==> config.mk <==
export PLATFORM = sky130hd
export DESIGN_NAME = udp_tx_arbiter
export DESIGN_NICKNAME = d
export VERILOG_FILES = /design/src/rtl/udp_tx_arbiter.sv
export SDC_FILE = /design/constraint.sdc
export NUM_CORES = 1
export LEC_CHECK = 0
export CAP_MARGIN = 20
export CORE_MARGIN = 4
export CORE_UTILIZATION = 48
export DETAILED_ROUTE_END_ITERATION = 10
export GPL_TIMING_DRIVEN = 0
export PLACE_DENSITY = 0.9
export SLEW_MARGIN = 40
export SYNTH_ARGS = -nofsm -noshare
export SYNTH_HDL_FRONTEND = slang
export SYNTH_SLANG_ARGS = --single-unit
==> constraint.sdc <==
create_clock -name clk -period 4.5 [get_ports clk]
set_input_delay 0.45 -clock clk [delete_from_list [all_inputs] [get_ports clk]]
set_output_delay 0.45 -clock clk [all_outputs]
set_load 0.02 [all_outputs]
==> src/rtl/udp_tx_arbiter.sv <==
// udp_tx_arbiter: packet-granular round-robin arbiter for the 8-bit UDP TX stream.
// Over-long packets are cut at MAX_PKT_LEN with a forced tlast and their tail drained.
module udp_tx_arbiter #(
    parameter int NUM_SRC     = 2,
    parameter int MAX_PKT_LEN = 1472,
    parameter int CNT_W       = 11
) (
    input  logic                   clk,
    input  logic                   reset,
    input  logic [NUM_SRC*8-1:0]   s_axis_tdata_in,
    input  logic [NUM_SRC-1:0]     s_axis_tvalid_in,
    input  logic [NUM_SRC-1:0]     s_axis_tlast_in,
    output logic [NUM_SRC-1:0]     s_axis_tready_out,
    output logic [7:0]             udp_axis_tdata_out,
    output logic                   udp_axis_tvalid_out,
    output logic                   udp_axis_tlast_out,
    input  logic                   udp_axis_tready_in,
    output logic [NUM_SRC-1:0]     grant_out,
    output logic                   busy_out,
    output logic [15:0]            trunc_cnt_out
);

    localparam int IDX_W = (NUM_SRC > 1) ? $clog2(NUM_SRC) : 1;
    localparam logic [CNT_W-1:0] CNT_LAST = CNT_W'(MAX_PKT_LEN - 1);
    localparam logic [IDX_W-1:0] IDX_LAST = IDX_W'(NUM_SRC - 1);
    localparam logic [IDX_W:0]   NSRC_W   = (IDX_W + 1)'(NUM_SRC);

    typedef enum logic [1:0] {
        IDLE = 2'd0,
        PASS = 2'd1,
        DROP = 2'd2
    } state_t;

    state_t           state_q, state_d;
    logic [IDX_W-1:0] gnt_q, gnt_d;
    logic [IDX_W-1:0] last_q, last_d;
    logic [IDX_W-1:0] pick;
    logic [IDX_W:0]   cand;
    logic [CNT_W-1:0] cnt_q, cnt_d;
    logic [15:0]      trunc_q, trunc_d;
    logic             src_vld;
    logic             src_last;
    logic             at_max;
    logic             pass_acc;

    assign src_vld       = s_axis_tvalid_in[gnt_q];
    assign src_last      = s_axis_tlast_in[gnt_q];
    assign at_max        = (cnt_q == CNT_LAST);
    assign pass_acc      = src_vld & udp_axis_tready_in;
    assign trunc_cnt_out = trunc_q;

    // Round-robin search: nearest requester after the last granted source wins
    always_comb begin
        pick = last_q;
        cand = '0;
        for (int k = NUM_SRC; k >= 1; k--) begin
            cand = {1'b0, last_q} + (IDX_W + 1)'(k);
            if (cand >= NSRC_W) begin
                cand = cand - NSRC_W;
            end
            if (s_axis_tvalid_in[cand[IDX_W-1:0]]) begin
                pick = cand[IDX_W-1:0];
            end
        end
    end

    // State register
    always_ff @(posedge clk or posedge reset) begin
        if (reset) begin
            state_q <= IDLE;
        end else begin
            state_q <= state_d;
        end
    end

    // Grant, round-robin pointer, beat counter and truncation statistics
    always_ff @(posedge clk or posedge reset) begin
        if (reset) begin
            gnt_q   <= '0;
            last_q  <= IDX_LAST;
            cnt_q   <= '0;
            trunc_q <= '0;
        end else begin
            gnt_q   <= gnt_d;
            last_q  <= last_d;
            cnt_q   <= cnt_d;
            trunc_q <= trunc_d;
        end
    end

    // Next-state: source tlast ends a packet before the length limit is considered
    always_comb begin
        state_d = state_q;
        gnt_d   = gnt_q;
        last_d  = last_q;
        cnt_d   = cnt_q;
        trunc_d = trunc_q;
        unique case (state_q)
            IDLE: begin
                if (|s_axis_tvalid_in) begin
                    gnt_d   = pick;
                    state_d = PASS;
                end
            end
            PASS: begin
                if (pass_acc) begin
                    if (src_last) begin
                        cnt_d   = '0;
                        last_d  = gnt_q;
                        state_d = IDLE;
                    end else if (at_max) begin
                        cnt_d   = '0;
                        last_d  = gnt_q;
                        state_d = DROP;
                        if (trunc_q != 16'hFFFF) begin
                            trunc_d = trunc_q + 16'd1;
                        end
                    end else begin
                        cnt_d = cnt_q + CNT_W'(1);
                    end
                end
            end
            DROP: begin
                if (src_vld && src_last) begin
                    state_d = IDLE;
                end
            end
            default: begin
                state_d = IDLE;
            end
        endcase
    end

    // Outputs: combinational pass-through in PASS, silent sink in DROP
    always_comb begin
        s_axis_tready_out   = '0;
        udp_axis_tdata_out  = '0;
        udp_axis_tvalid_out = 1'b0;
        udp_axis_tlast_out  = 1'b0;
        grant_out           = '0;
        busy_out            = 1'b0;
        unique case (state_q)
            PASS: begin
                grant_out[gnt_q]         = 1'b1;
                busy_out                 = 1'b1;
                udp_axis_tdata_out       = s_axis_tdata_in[{gnt_q, 3'b000} +: 8];
                udp_axis_tvalid_out      = src_vld;
                udp_axis_tlast_out       = src_last | at_max;
                s_axis_tready_out[gnt_q] = udp_axis_tready_in;
            end
            DROP: begin
                grant_out[gnt_q]         = 1'b1;
                busy_out                 = 1'b1;
                s_axis_tready_out[gnt_q] = 1'b1;
            end
            default: begin
            end
        endcase
    end

endmodule
; Word-level counts from Yosys, hierarchy flattened
; Cells that the tools add are included.
[op_classes]
add_sub_neg = 6
magnitude_cmp = 6
n_eq_ne = 8
shifts = 1
n_mux = 30
bitwise_logic = 4
n_reduce_logical = 11
[ops]
columns = cell, n
row1 = $mux 11, 2
row2 = $mux 1, 18
row3 = $add 16x1->16 const B, 1
row4 = $ne 16x16->1 const B, 1
row5 = $shiftx 16x5->8, 1
row6 = $mux 2, 6
row7 = $add 11x1->11 const B, 1
row8 = $eq 11x11->1 const B, 1
row9 = $mux 8, 1
row10 = $lt 1x2->1 const B, 3
row11 = $ne 2x2->1 const B, 3
row12 = $pmux 2 s3, 1
row13 = $reduce_and 5->1, 1
row14 = $ge 2x2->1 const B, 2
row15 = $pmux 2 s2, 1
row16 = $reduce_and 2->1, 2
row17 = $reduce_and 4->1, 1
row18 = $reduce_or 2->1, 2
row19 = $ne 3x3->1 const B, 1
row20 = $reduce_and 3->1, 1
row21 = $add 1x1->2 const B, 1
row22 = $add 1x2->2 const B, 1
row23 = $and 2x2->2, 1
row24 = $eq 2x1->1 const B, 1
row25 = 10 further kinds, 12
[word_totals]
ff_bits = 31
input_bits = 23
out_inout_bits = 31
elab_cells = 71

; Longest topological paths before layout
; Gate-level depths: netlist of run 1.
[logic_depth]
ltp_word = 7
depth_mapped = 7
depth_no_buf = 7

; Worst setup path before layout of run 1
; No wires, ideal clock.
[synth_path]
path_type = register to register
from = register cnt_q[0]
to = register trunc_q[1] (netlist: trunc_cnt_out[1])
setup_ps = 125
t_arrival_ps = 1968
path_slack_ps = 2408
stages_incl_launch_ff = 6
path_buffers = 0
period_less_slack_ps = 2092
cell_sequence = dfrtp_1 -> ha_1 -> nand2_1 -> or4_4 -> a211oi_4 -> mux2_2
[synth_between]
elab_chain_len = 2
[synth_rtl]
columns = item, line_no
row1 = from (decl), 39  ; logic [CNT_W-1:0] cnt_q, cnt_d;
row2 = from (signal assigned), 86  ; cnt_q <= cnt_d;
row3 = $eq 11x11->1, 48  ; assign at_max = (cnt_q == CNT_LAST);
row4 = $reduce_and 5->1 (no source line), --
row5 = to (signal assigned), 87  ; trunc_q <= trunc_d;
row6 = to (decl), 40  ; logic [15:0] trunc_q, trunc_d;
; Every way passes these cells.
; A chain may end at the register's enable or synchronous reset.

; Worst setup path after layout of run 1
[layout_path]
from = register cnt_q[0]
to = output udp_axis_tlast_out
[layout_between]
elab_chain_len = 3
[layout_rtl]
columns = item, line_no
row1 = $eq 11x11->1, 48
row2 = $or 1x1->1, 148  ; udp_axis_tlast_out = src_last | at_max;
row3 = $mux 1, 142  ; unique case (state_q)
row4 = to (decl), 16  ; output logic udp_axis_tlast_out,
; Every way passes these cells.

==> results of run 1 <==
[worst reg2reg max path, stage by stage (launching register included)]
cell,delay [ns]
dfrtp_1,0.40
ha_1,0.28
nand2_1,0.15
or4_4,0.53
a211oi_4,0.48
mux2_2,0.40
[cell type report]
cell class                      instances  area share
Timing Repair Buffer                   53       0.207
Inverter                                6     0.00880
Sequential cell                        31       0.304
Tap cell                               48      0.0235
Buffer                                  4     0.00636
Clock inverter                          1     0.00196
Clock buffer                            7      0.0298
Multi-Input combinational cell        157       0.419
[worst paths after layout]
check | start | end | slack, ns | depth (start not counted)
min in group asynchronous | reset | trunc_cnt_out[6]$_DFFE_PP0P_ | 0.58 | 2
worst max-delay path | cnt_q[0]$_DFFE_PP0P_ | udp_axis_tlast_out | 1.45 | 6
worst max register to register | cnt_q[0]$_DFFE_PP0P_ | trunc_cnt_out[1]$_DFFE_PP0P_ | 2.13 | 5
worst min register to register | trunc_cnt_out[6]$_DFFE_PP0P_ | trunc_cnt_out[6]$_DFFE_PP0P_ | 0.50 | 1
max in group asynchronous | reset | cnt_q[8]$_DFFE_PP0P_ | 3.51 | 2
worst min-delay path | trunc_cnt_out[6]$_DFFE_PP0P_ | trunc_cnt_out[6]$_DFFE_PP0P_ | 0.50 | 1
[sequential cells by signal, summed over array words and instances (netlist names)]
register,flops
cnt_q,11
gnt_q,1
last_q,1
state_q,2
trunc_cnt_out,16
[cells by family (layout without fill, tap and decap cells)]
family / count (synthesis) / after routing / synth area share
buf+inv: 10 / 71 / 0.0206
compound gates: 31 / 31 / 0.105
flops: 31 / 31 / 0.412
xor+xnor: 13 / 13 / 0.0603
simple gates: 93 / 93 / 0.285
fa+ha+maj: 5 / 5 / 0.0332
mux: 15 / 15 / 0.0836
[power by group through the flow]
stage	logic (mW)	clock network [mW]	registers, mW
detailed placement	0.500	0	0.358
finish	0.499	0.213	0.353
floorplan	0.316	0	0.349
global placement	0.487	0	0.356
global route	0.538	0.225	0.359
CTS	0.501	0.217	0.353
[synthesized netlist by cell type (2+ instances only)]
master,count
and3_1,4
inv_1,6
and4_1,2
o21ai_0,15
clkbuf_1,3
nand4_1,6
or3_1,3
nor2_1,10
and3_2,2
xor2_1,5
nor3_1,3
o41ai_1,3
xnor2_1,8
mux2_2,6
a21oi_1,7
nand2_1,22
dfrtp_1,30
mux2i_1,9
nand2b_1,5
and2_1,3
nor4_1,3
nand3_1,12
a311oi_1,2
nor2b_1,12
and2_2,2
ha_1,5
[routing by layer]
metal  global-route usage  up-vias  share of wire
li1                     -      832              -
met2                0.314       30           0.50
met5                    0        -              0
met4               0.0835        0          0.024
met1                0.252      815           0.45
met3               0.0369       13          0.026
[per-stage QoR]
stage	hold WS (ns)	power, mW
finish	0.502	1.06
global route	0.532	1.12
CTS	0.513	1.07
detailed placement	0.503	0.858
global placement	0.484	0.842
floorplan	0.479	0.665
==> reports/qor.txt, run 1 <==
RSZ-0062 raised after global routing - no
Seq/Total Area, Yosys - 0.412
CTS tree - yes
clk sinks - 31
endpoints failing setup - 0
antenna violations before repair - 0
average size of a mapped cell - 9.53 um2
worst-path cell chain - ha_1 -> nand2_1 -> nor4_4 -> nor2_1 -> nor2b_1 -> clkdlybuf4s50_1
post-layout util - 0.689
Leak Pwr - 1.07 nW
pre-CTS worst setup slack - 1.77 ns
H-Tree Depth - 2
clock-pin slew on the worst setup and hold paths - 0.06 ns
Critical-path top delay cell - clkdlybuf4s50_1
Ant. Diodes - 0
Initial Util - 0.508
fill count - 296
Final GP Congestion - 0.865
status - finished clean
fraction of registers with async set/reset - 1.00
DR vias/cell - 5.50
sequential share of power - 0.332
CP Data Arrival Time - 2.60 ns
Synth Instances - 198
Worst path max stage delay - 0.63 ns
Die W - 70.7 um
Post-DP Area - 0.00248 mm2
GRT overflow - 0
ys flop type - dfrtp_1
count of cells resized by post-cts repair - 0
Seq cells post-synth - 31
maximum VDD drop - 0.000267 V
share of cells above drive strength 1 - 0.0927
area grow syn2layout - 35.6%
row cnt - 22
Combinational Power Share - 0.468
Placed Cells - 299
share of the synthesized area in the top cell type - 0.398
Syn Std Cell Area - 0.00189 mm2
root buffer cell - clkbuf_8
Detailed Routing Iterations Pass 1 - 4
routed via count - 1690
Critical Path End Type - primary output
EDFF count, synth - 0
cell-internal power - 661 uW
Max Slew Vio Count - 0
startpoint class of the critical path - register
die height - 70.7 um
Worst-Margin Slew - 0.630 ns
Final #Nets - 286
maxcap violations - 0
part of the power in the clock network - 0.200
Finished Layout Cells - 307
Routed Antenna Nets - 0
core area - 0.00372 mm2
Req. time, crit path - 4.05 ns
commonest cells after routing, fill and taps aside - 53 x clkdlybuf4s50_1, 30 x dfrtp_1, 22 x nand2_1
deepest clock path buffer count - 2
Hold Path Class - register to register
full die area - 0.00500 mm2
top cell family by delay on the critical path - simple AND/OR/NAND/NOR gates
skew final - 0.00298 ns
Crit Path Category - register to primary output
post-layout min period - 3.05 ns
setup TNS - 0 ns
GRT Total Usage - 0.193
initial DRC count - 112
Final Hold Fails - 0
synth top area cells - dfrtp_1 40%, mux2i_1 4.8%, nand2_1 4.4%, nor2b_1 4.0%, o21ai_0 4.0%
final wirelength - 4580 um
post-DP HPWL - 3490 um
CTS Buf Count - 5
Worst Path Max Fanout - 7
vias in the first global route - 1682
clock latency at the later pin of the worst-skew pair - 0.29 ns
PD cells - 416 mW/mm2
drt drc - 0
final instance area - 0.00256 mm2
IO Pins - 54
footprint of the multi-input gates - 0.00107 mm2
Buf+Inv Stages, Crit Path - 1
hold buffers post-CTS - 0
Setup Buffers After CTS - 0
most common cell after layout, fill and taps aside - clkdlybuf4s50_1
Netlist cell types - 36
fin crit share - 0.677
Syn Nets - 226
Synth area leader - dfrtp_1
IO buf count - 53
P_sw - 404 uW
first-pass GRT wire length - 7760 um
routed len/inst - 14.9 um
Yosys warning total - 0
largest net degree at the start of global routing - 32
setup ws final - 1.45 ns
switch share - 0.379
fmax - 0.328 GHz
Storage cell area - 777 um2
Worst slew margin - 0.579
Power figures use the tool's default switching activity.
==> inputs of run 2 (changes only) <==
--- a/config.mk
+++ b/config.mk
@@ -7,10 +7,10 @@
 export LEC_CHECK = 0
 export CAP_MARGIN = 20
 export CORE_MARGIN = 4
-export CORE_UTILIZATION = 48
+export CORE_UTILIZATION = 43
 export DETAILED_ROUTE_END_ITERATION = 10
 export GPL_TIMING_DRIVEN = 0
-export PLACE_DENSITY = 0.9
+export PLACE_DENSITY = 0.86
 export SLEW_MARGIN = 40
 export SYNTH_ARGS = -nofsm -noshare
 export SYNTH_HDL_FRONTEND = slang
==> constraint.sdc (replaced) <==
create_clock -name clk -period 2.6 [get_ports clk]
set_input_delay 0.26 -clock clk [delete_from_list [all_inputs] [get_ports clk]]
set_output_delay 0.26 -clock clk [all_outputs]
set_load 0.02 [all_outputs]
==> reports/qor.txt, run 2 (same netlist as run 1, synthesis figures left out) <==
Die W - 74.2 um
initial DRC count - 164
maxcap violations - 0
die height - 74.2 um
Detailed Routing Iterations Pass 1 - 4
CP Data Arrival Time - 2.10 ns
routed via count - 1698
fmax - 0.423 GHz
hold buffers post-CTS - 0
clock latency at the later pin of the worst-skew pair - 0.29 ns
core area - 0.00412 mm2
final instance area - 0.00257 mm2
Final Hold Fails - 0
Critical Path End Type - primary output
area grow syn2layout - 36.3%
routed len/inst - 14.7 um
largest net degree at the start of global routing - 32
Final GP Congestion - 0.866
IO Pins - 54
Post-DP Area - 0.00248 mm2
CTS Buf Count - 5
Crit Path Category - register to primary output
DR vias/cell - 5.48
Req. time, crit path - 2.34 ns
H-Tree Depth - 2
IO buf count - 53
row cnt - 23
commonest cells after routing, fill and taps aside - 52 x clkdlybuf4s50_1, 30 x dfrtp_1, 22 x nand2_1
fin crit share - 0.909
worst-path cell chain - inv_1 -> ha_1 -> clkbuf_1 -> nor2b_1 -> clkdlybuf4s50_1
Reg2Reg Depth - 5
startpoint class of the critical path - register
status - finished clean
endpoints failing setup - 0
post-DP HPWL - 3430 um
Routed Antenna Nets - 0
setup TNS - 0 ns
Worst Path Max Fanout - 10
antenna violations before repair - 0
clock-pin slew on the worst setup and hold paths - 0.07 ns
RSZ-0062 raised after global routing - no
first-pass GRT wire length - 7750 um
vias in the first global route - 1715
Worst slew margin - 0.565
GRT Total Usage - 0.183
full die area - 0.00551 mm2
share of cells above drive strength 1 - 0.100
max reg flops - 16
GRT overflow - 0
final wirelength - 4570 um
clk sinks - 31
Tot Pwr - 1.84 mW
r2r setup slk - 0.28 ns
Hold Path Class - primary input to asynchronous set/reset pin
drt drc - 0
Reg2Reg Launch Point - cnt_q[0]$_DFFE_PP0P_
deepest clock path buffer count - 2
most common cell after layout, fill and taps aside - clkdlybuf4s50_1
Max Slew Vio Count - 0
skew final - 0.00574 ns
root buffer cell - clkbuf_8
Crit Reg-Reg Endpoint - trunc_cnt_out[1]$_DFFE_PP0P_
maximum VDD drop - 0.000589 V
Final #Nets - 287
Worst-Margin Slew - 0.652 ns
Critical-path top delay cell - clkdlybuf4s50_1
Initial Util - 0.458
CTS tree - yes
PD cells - 715 mW/mm2
Leak Pwr - 1.09 nW
Ant. Diodes - 0
post-layout util - 0.625
Worst path max stage delay - 0.62 ns
post-layout min period - 2.36 ns
run 2: cell count changes in the layout (fill, tap and decap cells not counted), sizes merged:
cell / change
clkdlybuf4s50: -1
buf: +1
dlymetal6s2s: +1
run 2: worst max-delay path: cells and delay by family, from the launching register on:
family                     cells  cell delay, ns
DFF                            1            0.40
and+or+nand+nor                1            0.18
adders and majority gates      1            0.21
buffers and inverters          3            1.02
run 2: layout make-up:
cell class / instances / area (um2)
sequential: 31 / 777
clock inverter: 1 / 5.00
multi-input combinational: 157 / 1070
fill: 335 / 1540
buffer: 4 / 17.5
tap: 50 / 62.6
timing repair buffer: 54 / 541
inverter: 6 / 22.5
clock buffer: 7 / 76.3
run 2: worst max-delay path by stage:
stage | start | to | slack [ns]
floorplan | cnt_q[0]$_DFFE_PP0P_ | trunc_cnt_out[1]$_DFFE_PP0P_ | 0.51
detailed placement | cnt_q[0]$_DFFE_PP0P_ | udp_axis_tlast_out | 0.12
global route | state_q[1]$_DFFE_PP0P_ | udp_axis_tdata_out[5] | 0.09
CTS | gnt_q$_DFFE_PP0P_ | s_axis_tready_out[1] | 0.03
global placement | cnt_q[0]$_DFFE_PP0P_ | udp_axis_tlast_out | 0.14
finish | state_q[1]$_DFFE_PP0P_ | udp_axis_tdata_out[1] | 0.24
run 2: per-stage QoR:
stage,setup slack (ns),instances,hold slack (ns)
CTS,0.0336,310,0.402
floorplan,0.508,198,0.363
global placement,0.138,301,0.485
global route,0.0910,310,0.434
finish,0.237,310,0.381
detailed placement,0.119,301,0.491
run 2: timing repair:
action,CTS,global route
gates cloned,0,0
pin swaps,1,0
setup endpoints to repair,1,6
resized for setup,0,3
buffers inserted,1,0
run 2: layer usage:
metal	GRT usage	share of wire
met4	0.0553	0.013
met1	0.237	0.45
met5	0	0
met3	0.0486	0.035
met2	0.302	0.50
run 2: power breakdown:
part           total [mW]  internal [mW]  leakage [nW]  switching [mW]
Combinational       0.854          0.404         0.628           0.450
Sequential          0.615          0.553         0.421          0.0625
Clock               0.370          0.188        0.0422           0.182
Total                1.84           1.14          1.09           0.695
